==> src/rtl/seg_scan_ctrl_if.sv <==
// seg_scan_ctrl_if: bundle between the result registers, the scan controller and the display pins
interface seg_scan_ctrl_if #(
    parameter int N_DIGITS = 8
);
    localparam int IW = $clog2(N_DIGITS);
    logic                  en;
    logic [4*N_DIGITS-1:0] digits;
    logic [N_DIGITS-1:0]   dig_mask;
    logic [N_DIGITS-1:0]   an;
    logic [6:0]            seg;
    logic [IW-1:0]         scan_idx;
    logic                  frame_done;
    modport master (output en, digits, dig_mask, input an, seg, scan_idx, frame_done);
    modport slave  (input en, digits, dig_mask, output an, seg, scan_idx, frame_done);
endinterface

==> src/rtl/seg_scan_ctrl.sv <==
// seg_scan_ctrl: time-multiplexed common-anode 7-segment scanner on CLK_in; SEG_SCAN_LZB_EN enables leading-zero blanking
module seg_scan_ctrl #(
    parameter int N_DIGITS  = 8,
    parameter int DIV       = 100000,
    parameter int BLANK_CYC = 1000
) (
    input  logic               CLK_in,
    input  logic               rst,
    seg_scan_ctrl_if.slave     bus
);
    localparam int CW = $clog2(DIV);
    localparam int IW = $clog2(N_DIGITS);
    localparam logic [CW-1:0] LAST     = CW'(DIV - 1);
    localparam logic [CW-1:0] BL       = CW'(BLANK_CYC);
    localparam logic [IW-1:0] IDX_LAST = IW'(N_DIGITS - 1);

    typedef enum logic [1:0] {IDLE, BLANK, DRIVE} state_t;

    state_t                state, state_n, first_st;
    logic [CW-1:0]         cnt, cnt_n;
    logic [IW-1:0]         idx, idx_n;
    logic [4*N_DIGITS-1:0] snap, snap_n;
    logic                  fd_n, lit;
    logic [N_DIGITS-1:0]   sup, an_n;
    logic [6:0]            seg_n;

    function automatic logic [6:0] hex7(input logic [3:0] h);
        case (h)
            4'h0: hex7 = 7'h40;
            4'h1: hex7 = 7'h79;
            4'h2: hex7 = 7'h24;
            4'h3: hex7 = 7'h30;
            4'h4: hex7 = 7'h19;
            4'h5: hex7 = 7'h12;
            4'h6: hex7 = 7'h02;
            4'h7: hex7 = 7'h78;
            4'h8: hex7 = 7'h00;
            4'h9: hex7 = 7'h10;
            4'hA: hex7 = 7'h08;
            4'hB: hex7 = 7'h03;
            4'hC: hex7 = 7'h46;
            4'hD: hex7 = 7'h21;
            4'hE: hex7 = 7'h06;
            default: hex7 = 7'h0E;
        endcase
    endfunction

    // next state: slot counter, digit index and frame snapshot (taken only at frame start)
    always_comb begin
        first_st = (BLANK_CYC == 0) ? DRIVE : BLANK;
        state_n  = state;
        cnt_n    = cnt;
        idx_n    = idx;
        snap_n   = snap;
        fd_n     = 1'b0;
        if (!bus.en) begin
            state_n = IDLE;
            cnt_n   = '0;
            idx_n   = '0;
        end else if (state == IDLE) begin
            state_n = first_st;
            cnt_n   = '0;
            idx_n   = '0;
            snap_n  = bus.digits;
        end else if (cnt == LAST) begin
            state_n = first_st;
            cnt_n   = '0;
            idx_n   = (idx == IDX_LAST) ? '0 : idx + 1'b1;
            snap_n  = (idx == IDX_LAST) ? bus.digits : snap;
            fd_n    = (idx == IDX_LAST);
        end else begin
            cnt_n   = cnt + 1'b1;
            state_n = (cnt_n == BL) ? DRIVE : state;
        end
    end

`ifdef SEG_SCAN_LZB_EN
    logic z;
    // a digit above 0 is suppressed when it and every higher digit of the snapshot are zero
    always_comb begin
        sup = '0;
        z   = 1'b1;
        for (int i = N_DIGITS - 1; i >= 1; i--) begin
            z      = z & (snap_n[4*i +: 4] == 4'h0);
            sup[i] = z;
        end
    end
`else
    // no leading-zero blanking: every masked-in digit shows
    always_comb sup = '0;
`endif

    // pin values for the coming cycle; dig_mask is taken live, digit value from the snapshot
    always_comb begin
        lit   = (state_n == DRIVE) && bus.dig_mask[idx_n] && !sup[idx_n];
        an_n  = lit ? ~(N_DIGITS'(1) << idx_n) : '1;
        seg_n = (state_n == DRIVE) ? hex7(snap_n[{idx_n, 2'b00} +: 4]) : 7'h7F;
    end

    // state register and registered display outputs
    always_ff @(posedge CLK_in) begin
        if (rst) begin
            state          <= IDLE;
            cnt            <= '0;
            idx            <= '0;
            snap           <= '0;
            bus.an         <= '1;
            bus.seg        <= 7'h7F;
            bus.frame_done <= 1'b0;
        end else begin
            state          <= state_n;
            cnt            <= cnt_n;
            idx            <= idx_n;
            snap           <= snap_n;
            bus.an         <= an_n;
            bus.seg        <= seg_n;
            bus.frame_done <= fd_n;
        end
    end

    assign bus.scan_idx = idx;
endmodule

==> src/flat_wrapper.sv <==
// flat-port wrapper written by rule: the top's interface ports become plain ports
module seg_scan_ctrl_flat 
#(
    parameter int N_DIGITS  = 8,
    parameter int DIV       = 100000,
    parameter int BLANK_CYC = 1000
)
  (CLK_in, rst, bus_en, bus_digits, bus_dig_mask, bus_an, bus_seg, bus_scan_idx, bus_frame_done);
  seg_scan_ctrl_if #(.N_DIGITS(N_DIGITS)) bus_i ();
  input  logic CLK_in;
  input  logic rst;
  input wire logic [$bits(bus_i.en)-1:0] bus_en;
  input wire logic [$bits(bus_i.digits)-1:0] bus_digits;
  input wire logic [$bits(bus_i.dig_mask)-1:0] bus_dig_mask;
  output wire logic [$bits(bus_i.an)-1:0] bus_an;
  output wire logic [$bits(bus_i.seg)-1:0] bus_seg;
  output wire logic [$bits(bus_i.scan_idx)-1:0] bus_scan_idx;
  output wire logic [$bits(bus_i.frame_done)-1:0] bus_frame_done;
  assign bus_i.en = bus_en;
  assign bus_i.digits = bus_digits;
  assign bus_i.dig_mask = bus_dig_mask;
  assign bus_an = bus_i.an;
  assign bus_seg = bus_i.seg;
  assign bus_scan_idx = bus_i.scan_idx;
  assign bus_frame_done = bus_i.frame_done;
  seg_scan_ctrl #(.N_DIGITS(N_DIGITS), .DIV(DIV), .BLANK_CYC(BLANK_CYC)) u_core (.CLK_in(CLK_in), .rst(rst), .bus(bus_i));
endmodule
==> config.mk <==
export PLATFORM = sky130hd
export DESIGN_NAME = seg_scan_ctrl_flat
export DESIGN_NICKNAME = d
export VERILOG_FILES = /design/src/rtl/seg_scan_ctrl_if.sv /design/src/rtl/seg_scan_ctrl.sv /design/src/flat_wrapper.sv
export SDC_FILE = /design/constraint.sdc
export NUM_CORES = 1
export LEC_CHECK = 0
export ABC_CLOCK_PERIOD_IN_PS = 6500
export CAP_MARGIN = 20
export CORE_MARGIN = 2
export CORE_UTILIZATION = 57
export DETAILED_ROUTE_END_ITERATION = 12
export GPL_TIMING_DRIVEN = 1
export PLACE_DENSITY = 0.85
export SYNTH_ARGS = -nofsm -noshare
export SYNTH_HDL_FRONTEND = slang
export SYNTH_SLANG_ARGS = --single-unit
export TNS_END_PERCENT = 5
==> constraint.sdc <==
create_clock -name CLK_in -period 6.5 [get_ports CLK_in]
set_input_delay 1.625 -clock CLK_in [delete_from_list [all_inputs] [get_ports CLK_in]]
set_output_delay 1.625 -clock CLK_in [all_outputs]
set_load 0.05 [all_outputs]
* After elaboration in Yosys (flattened, before gate mapping) *
Memory sizes are Yosys's and may differ from the RTL's. A register that Yosys moved wholly into a read port is not among the register bits.
Index checks and enable logic that the tools add are counted.

word-level totals
  register bits after elaboration = 63
  memory bits (read-only) = 120
  input port bits = 43
  memories = 2

memory list
  memory            depth  bits a word  read ports  clocked after memory_dff  wr ports  line                 text
  (name not given)  16     7            1           1                         0         seg_scan_ctrl.sv:28  case (h)
  (name not given)  8      1            1           0                         0         seg_scan_ctrl.sv:95  lit = (state_n == DRIVE) && bus.dig_mask[idx_n] && !sup[idx_n];

operators by class
  $add $sub $neg = 2
  order comparisons = 1
  equality and inequality tests = 4
  shifts and indexed selects = 2
  mux-type cells = 15
  bitwise logic cells = 5
  reduce and logical (&&, ||, !) cells = 8

operators by type and width
  cell                     count
  $mux W32                 4
  $shiftx A32 B6 Y4        1
  $add A17 B1 Y17 const B  1
  $eq A17 B10 Y1 const B   1
  $eq A17 B17 Y1 const B   1
  $mux W3                  4
  $mux W2                  4
  $not A8 Y8               1
  $reduce_or A4 Y1         2
  $shl A1 B3 Y8 const A    1
  $lt A3 B4 Y1 const B     1
  $not A1 Y1               4
  $reduce_or A2 Y1         2
  $add A3 B1 Y3 const B    1
  $bmux W1 S3              1
  $eq A3 B3 Y1 const B     1
  $eq A2 B2 Y1 const B     1
  $logic_and A1 B1 Y1      2
  $logic_not A2 Y1         1
  $mux W1                  2
  $logic_not A1 Y1         1

* Depth between registers and ports, before layout *
Gate-level depths: netlist (run 1).

  depth after elaboration = 11
  depth in mapped cells = 15

* Worst setup path before layout (run 1) *
OpenSTA, ideal clock, no wires.

  path kind = in2reg
  from = in bus_en
  to = reg u_core.bus.seg[3]
  arrival = 3.624 ns
  slack = 2.796 ns
  stages = 13
  buffers on the path = 2
  cells stage by stage = nand2_1 o21ai_4 buf_6 buf_6 mux2i_1 o22ai_1 nor3_1 nor2_1 inv_1 ha_1 a21oi_1 a31oi_1 a22oi_1

on the way
  word-level cells in the longest chain between the ends = 4
  elaborated cells on any way between the ends = 7
  classes of those cells = 1 x eq/ne; 1 x shift; 3 x mux; 1 x bitwise; 1 x reduce/logical

RTL lines
  item                                                              line                    text
  start, declared                                                   flat_wrapper.sv:12      input wire logic [$bits(bus_i.en)-1:0] bus_en;
  parallel branches: the longest is 4 deep, another holds $mux W32  n/a
  end, declared                                                     seg_scan_ctrl_if.sv:14  modport slave (input en, digits, dig_mask, output an, seg, scan_idx, frame_done);

Several ways; the timed one is not identified.
A chain may end at the register's enable or synchronous reset.

* Final worst setup path (run 1) *
Same ends and word-level chain as after synthesis.

==> results of run 1 <==
## path summary, 6_finish.rpt
kind	slack (ns)	from	end
worst min-delay path	0.45	u_core.snap[27]	u_core.snap[27]
worst min register to register	0.45	u_core.snap[27]	u_core.snap[27]
worst max-delay path	1.85	bus_en	u_core.bus.seg[3]
worst max register to register	2.46	u_core.cnt[0]	u_core.bus.seg[3]
## area by class of cell
cell class	count	area [sq um]
multi-input cells	294	1949
fillers	433	1592
flip-flops and latches	70	1401
repair buffers	63	625.6
clock buffers	11	151.4
clock inverters	5	105.1
well taps	75	93.84
inverters	10	37.54
## metal layers
metal / vias up / GRT usage [%] / wire, microns
met3: 11 / 4.565 / 494
met1: 1386 / 34.51 / 3726
met2: 90 / 39.35 / 3830
met4: 0 / 9.344 / 87
li1: 1482 / - / -
met5: - / 0 / 0
## layout by cell type (no fill, tap or decap), types with 2 or more instances in the layout
cell / instances
mux2i_1: 40
nand4_1: 5
nor2_2: 2
xor2_1: 4
a21o_1: 2
xnor2_1: 13
buf_4: 2
or2_1: 4
nand3_1: 9
nor2_1: 64
and4bb_1: 2
o221ai_1: 3
nor3b_1: 2
bufinv_16: 3
inv_1: 10
clkdlybuf4s50_1: 61
nand2b_1: 8
ha_1: 9
o21ai_1: 3
nand2_1: 36
a21oi_1: 16
nor4_2: 2
and4_1: 2
nor3_1: 9
clkinvlp_4: 2
o21ai_0: 3
and3_1: 5
nor2b_1: 2
nor4_1: 2
nand4b_1: 2
nor3_2: 3
o22ai_1: 18
dfxtp_1: 70
clkbuf_8: 11
## critical path: stages
cell             delay (ns)
clkdlybuf4s50_1        0.56
nand2_1                0.17
o21ai_4                0.85
mux2i_1                0.25
o22ai_1                0.22
nor3_1                 0.07
nor2_1                 0.33
inv_1                  0.12
ha_1                   0.33
a21oi_1                0.14
a31oi_1                0.06
a22oi_1                0.18
## cell usage after synthesis, types with 3 or more instances
cell type	count
clkbuf_1	8
buf_2	5
nand2_1	36
or2_1	4
inv_1	10
nor3_2	3
buf_4	3
nand2b_1	8
and3_1	5
nand4_1	5
nor2_1	64
a21oi_1	16
o21ai_0	3
o21ai_1	3
ha_1	9
nor3_1	9
o221ai_1	3
mux2i_1	40
nand3_1	9
buf_6	5
xor2_1	4
o22ai_1	18
dfxtp_1	70
xnor2_1	13
## state kept, by name, summed over array words and instances, names as in the netlist
| name | count |
|---|---|
| u_core.snap | 32 |
| u_core.bus.scan_idx | 3 |
| u_core.bus.seg | 7 |
| u_core.bus.frame_done | 1 |
| u_core.cnt | 17 |
| u_core.bus.an | 8 |
| u_core.state | 2 |
## cells by family after synthesis
kind of cell             Yosys count  share of synthesized area [%]
flip-flops                        70                          39.73
adder cells (fa/ha/maj)            9                          3.193
AO/OA/AOI/OAI                     57                          10.96
multiplexers                      41                          11.78
buffers and inverters             32                          5.002
AND/OR/NAND/NOR                  170                          25.12
XOR/XNOR                          17                          4.221
## per-stage QoR
stage,cell area [sq um],cells,setup WS (ns)
after floorplan,3527,396,2.796
after global placement,4108,512,1.717
after detailed placement,4108,512,1.630
after CTS,4364,528,1.931
after global routing,4364,528,1.524
final,4364,528,1.853
## power groups by stage
stage	registers [mW]	logic, mW	clock network (mW)
after floorplan	0.459	0.0582	0
after global placement	0.456	0.0989	0
after detailed placement	0.456	0.102	0
after CTS	0.446	0.103	0.445
after global routing	0.448	0.113	0.465
final	0.447	0.103	0.445
==> results.cfg, run 1 <==
[cts]
clock-sinks = 70
numCtsBuffers = 9
clockBufferDepth = 2
postCtsSetupRepairBufs = 0
root_buffer = clkbuf_8
clk_latency_ns = 0.35
cts_resized = 0
tritoncts = yes
hold_buffers = 0
clkTransAtPathRegs_ns = 0.08
htreeDepth = 3

[die]
coreArea_sq_um = 5956
dieArea_sq_um = 6834
ioPinCount = 62
rows = 28
die_width_microns = 82.67
die_h_microns = 82.67
start_util_pct = 59.22

[synthesis]
postSynthAreaPerCell_sq_um = 8.907
syn_inst = 396
yosysSeqAreaShare_pct = 39.73
synthFlopType = dfxtp_1
yosys_warnings = 0
async_flop_share_pct = 0
yosys.area.top_type = dfxtp_1
synth_edf_count = 0
synth_seq_cells = 70
synthTopCellsByArea = dfxtp_1, mux2i_1, nor2_1
syn-cell-area_sq_um = 3527
synth_cell_types = 58
syn_nets = 448
synth.top_cell.area_share_pct = 39.73

[grt]
grt_pass1_vias = 2794
antenna_found_initial = 0
grt_pass1_wl_microns = 12930
grt_max_degree = 37
grt_remaining_overflow = 0
grt_usage_pct = 25.10

[pwr]
pwr-share-comb_pct = 10.4
p_int_mw = 0.7683
clkPwrFrac_pct = 44.7
p_sw_mw = 0.2265
power_density_nw_per_um2 = 228.0
p_leak_nw = 1.582
p_total_mw = 0.9949
vdd_drop_max_v = 0.0001696
power_frac_seq_pct = 44.9
switching_share_pct = 22.77

[timing]
hold_slack_ns = 0.4540
finalSetupViolCount = 0
max_freq_ghz = 0.2152
finClkSkew_ns = 0.01388
finalHoldViolations = 0
rsz0062_at_grt = no
finalCritPeriodShare_pct = 71.49
finalSetupTns_ns = 0
slew-limit-headroom_pct = 29.02
final.min_clock_period_ns = 4.647
drv_slew = 0
tightestPinTransition_ns = 1.061

[layout]
drive_gt1_share_pct = 7.947
area_growth_pct = 23.73
insertedDiodeCount = 0
layout.nets = 500
fin_util_pct = 73.28

[worst_setup_path]
required_ns = 6.78
crit_type = in2reg
r2r_cells = 13
arrival_ns = 4.92
critPathMaxFanout = 25
end_kind = register
start_kind = input pin

[hold_path]
holdPathStages = 2
hold_class = reg2reg

[routing]
ant_nets = 0
drtIter0Drc = 280
postRouteWirelength_microns = 8138
wl_per_cell_microns = 15.41
drc_errors = 0
viasPerCell = 5.623
drt-pass1-iter-count = 4
via_count = 2969

[placement]
gp_congestion = 0.8413
portBuffers = 61
dp_hpwl_microns = 5713

[status]
status = completed

[flow_run]
maxCapViolations = 0
Power figures use the tool's default switching activity.
==> run 2, diff against run 1 <==
- ABC_CLOCK_PERIOD_IN_PS: 6500 -> 4800
- CORE_UTILIZATION: 57 -> 53
- PLACE_DENSITY: 0.85 -> 0.8
- clock period: 6.5 -> 4.8 ns (I/O delays scaled with it)
==> run 2 against run 1 <==
Clock power grew 7.0%; routed wire length rose by 1.4%; utilization is 5.4 points lower; combinational power rose by 36%; clock skew shrank 0.0030 ns; critical path depth is 1 higher; register-to-register slack got worse by 1.4 ns; non-clock buffer count up 2; die area rose by 7.2%; global-route usage down 1.4 points; worst hold slack improved by 0.0028 ns; largest cell class unchanged; highest routed layer unchanged.
==> results.cfg, run 2 (synthesis gave the netlist of run 1 again) <==
[pwr]
p_leak_nw = 1.569
power_density_nw_per_um2 = 281.4
p_total_mw = 1.221
vdd_drop_max_v = 0.0002040

[timing]
finalHoldViolations = 0
max_freq_ghz = 0.2632
final.min_clock_period_ns = 3.800
finClkSkew_ns = 0.01091
finalSetupViolCount = 0
rsz0062_at_grt = no
drv_slew = 0
slew-limit-headroom_pct = 59.17
finalCritPeriodShare_pct = 79.16
tightestPinTransition_ns = 0.6125
finalSetupTns_ns = 0

[grt]
grt_remaining_overflow = 0
antenna_found_initial = 0
grt_pass1_vias = 2922
grt_max_degree = 36
grt_usage_pct = 23.69
grt_pass1_wl_microns = 13830

[placement]
portBuffers = 61
dp_hpwl_microns = 5840
dpl_cell_area_sq_um = 4138
gp_congestion = 0.8630
dp_cells = 516

[routing]
drt-pass1-iter-count = 4
drtIter0Drc = 139
wl_per_cell_microns = 15.51
viasPerCell = 5.665
postRouteWirelength_microns = 8253
via_count = 3014
ant_nets = 0
drc_errors = 0

[die]
dieArea_sq_um = 7323
rows = 29
die_width_microns = 85.58
coreArea_sq_um = 6386
start_util_pct = 55.23
die_h_microns = 85.58
ioPinCount = 62

[layout]
largest_reg_flops = 32
fin_cells = 532
insertedDiodeCount = 0
drive_gt1_share_pct = 8.132
reg_top3 = u_core.snap (32), u_core.cnt (17), u_core.bus.an (8)
area_growth_pct = 22.99
fin_util_pct = 67.93
layout_common_cells = dfxtp_1, nor2_1, clkdlybuf4s50_1, mux2i_1, nand2_1
top_register = u_core.snap
final_area_sq_um = 4338
layout.nets = 502
final_common_cell = dfxtp_1

[cts]
clock-sinks = 70
numCtsBuffers = 9
clockBufferDepth = 2
postCtsSetupRepairBufs = 0
tritoncts = yes
cts_resized = 0
hold_buffers = 0
root_buffer = clkbuf_8
clkTransAtPathRegs_ns = 0.08
htreeDepth = 3
clk_latency_ns = 0.35

[worst_setup_path]
critPathMaxFanout = 24
slowest_delay_ns = 0.57
start_kind = input pin
crit_type = in2reg
end_kind = register
required_ns = 5.07
r2r_cells = 13
critPathSlowestCell = clkdlybuf4s50_1
critPathBufInv = 3
timing.rr.start = u_core.cnt[0]
rrSetupSlack_ns = 1.08
crit_path_cell_trace = clkdlybuf4s50_1 -> nand2_1 -> o21ai_4 -> buf_12 -> mux2i_1 -> o22ai_1 -> nor3_1 -> nor2_1 -> inv_1 -> ha_1 -> a21oi_1 -> a31oi_1 -> a22oi_1
path_delay_family = buffers and inverters
arrival_ns = 4.07
r2r-end = u_core.bus.seg[3]

[status]
status = completed

[hold_path]
hold_class = reg2reg
whs_endpoint = u_core.snap[30]
holdPathStages = 2
hp-start = u_core.snap[30]

[flow_run]
maxCapViolations = 0
-- run 2: tightest hold or removal path, delay by kind of cell (launching register included) --
kind            cells  cell delay [ns]
flops               1             0.31
compound gates      1             0.05
simple gates        1             0.05
-- run 2: metrics by stage --
stage | setup slack (ns) | hold WS, ns
CTS | 1.027 | 0.4570
detailed placement | 0.6950 | 0.4468
floorplan | 1.493 | 0.4284
finish | 1.000 | 0.4568
global route | 0.7314 | 0.4756
global placement | 0.8293 | 0.4375
-- run 2: cell type report --
cell class / instances / area, sq um
fillers: 520 / 2048
multi-input cells: 294 / 1949
flip-flops and latches: 70 / 1401
repair buffers: 65 / 653.1
clock buffers: 11 / 141.4
well taps: 77 / 96.34
clock inverters: 5 / 58.81
inverters: 10 / 37.54
-- run 2: worst max path at each step --
| stage | startpoint | end | depth (start not counted) |
|---|---|---|---|
| final | bus_en | u_core.bus.seg[3] | 13 |
| after global routing | bus_en | u_core.bus.seg[3] | 13 |
| after CTS | bus_en | u_core.bus.seg[5] | 10 |
| after detailed placement | bus_en | u_core.bus.seg[3] | 13 |
| after global placement | bus_en | u_core.bus.seg[3] | 13 |
| after floorplan | u_core.bus.scan_idx[1] | u_core.bus.seg[3] | 15 |
-- run 2: metal layers --
layer	track usage (%)	routed length (microns)	up-vias	part of all wire (%)
li1	-	-	1485	-
met1	31.07	3753	1428	45
met2	38.07	3895	90	47
met3	4.716	461	11	5.6
met4	10.39	142	0	1.7
met5	0	0	-	0
-- run 2: report_power, final --
part	switching, mW	leakage (nW)	internal, mW
clock	0.222	0.0955	0.254
combinational	0.0703	0.903	0.0696
sequential	0.00616	0.570	0.598
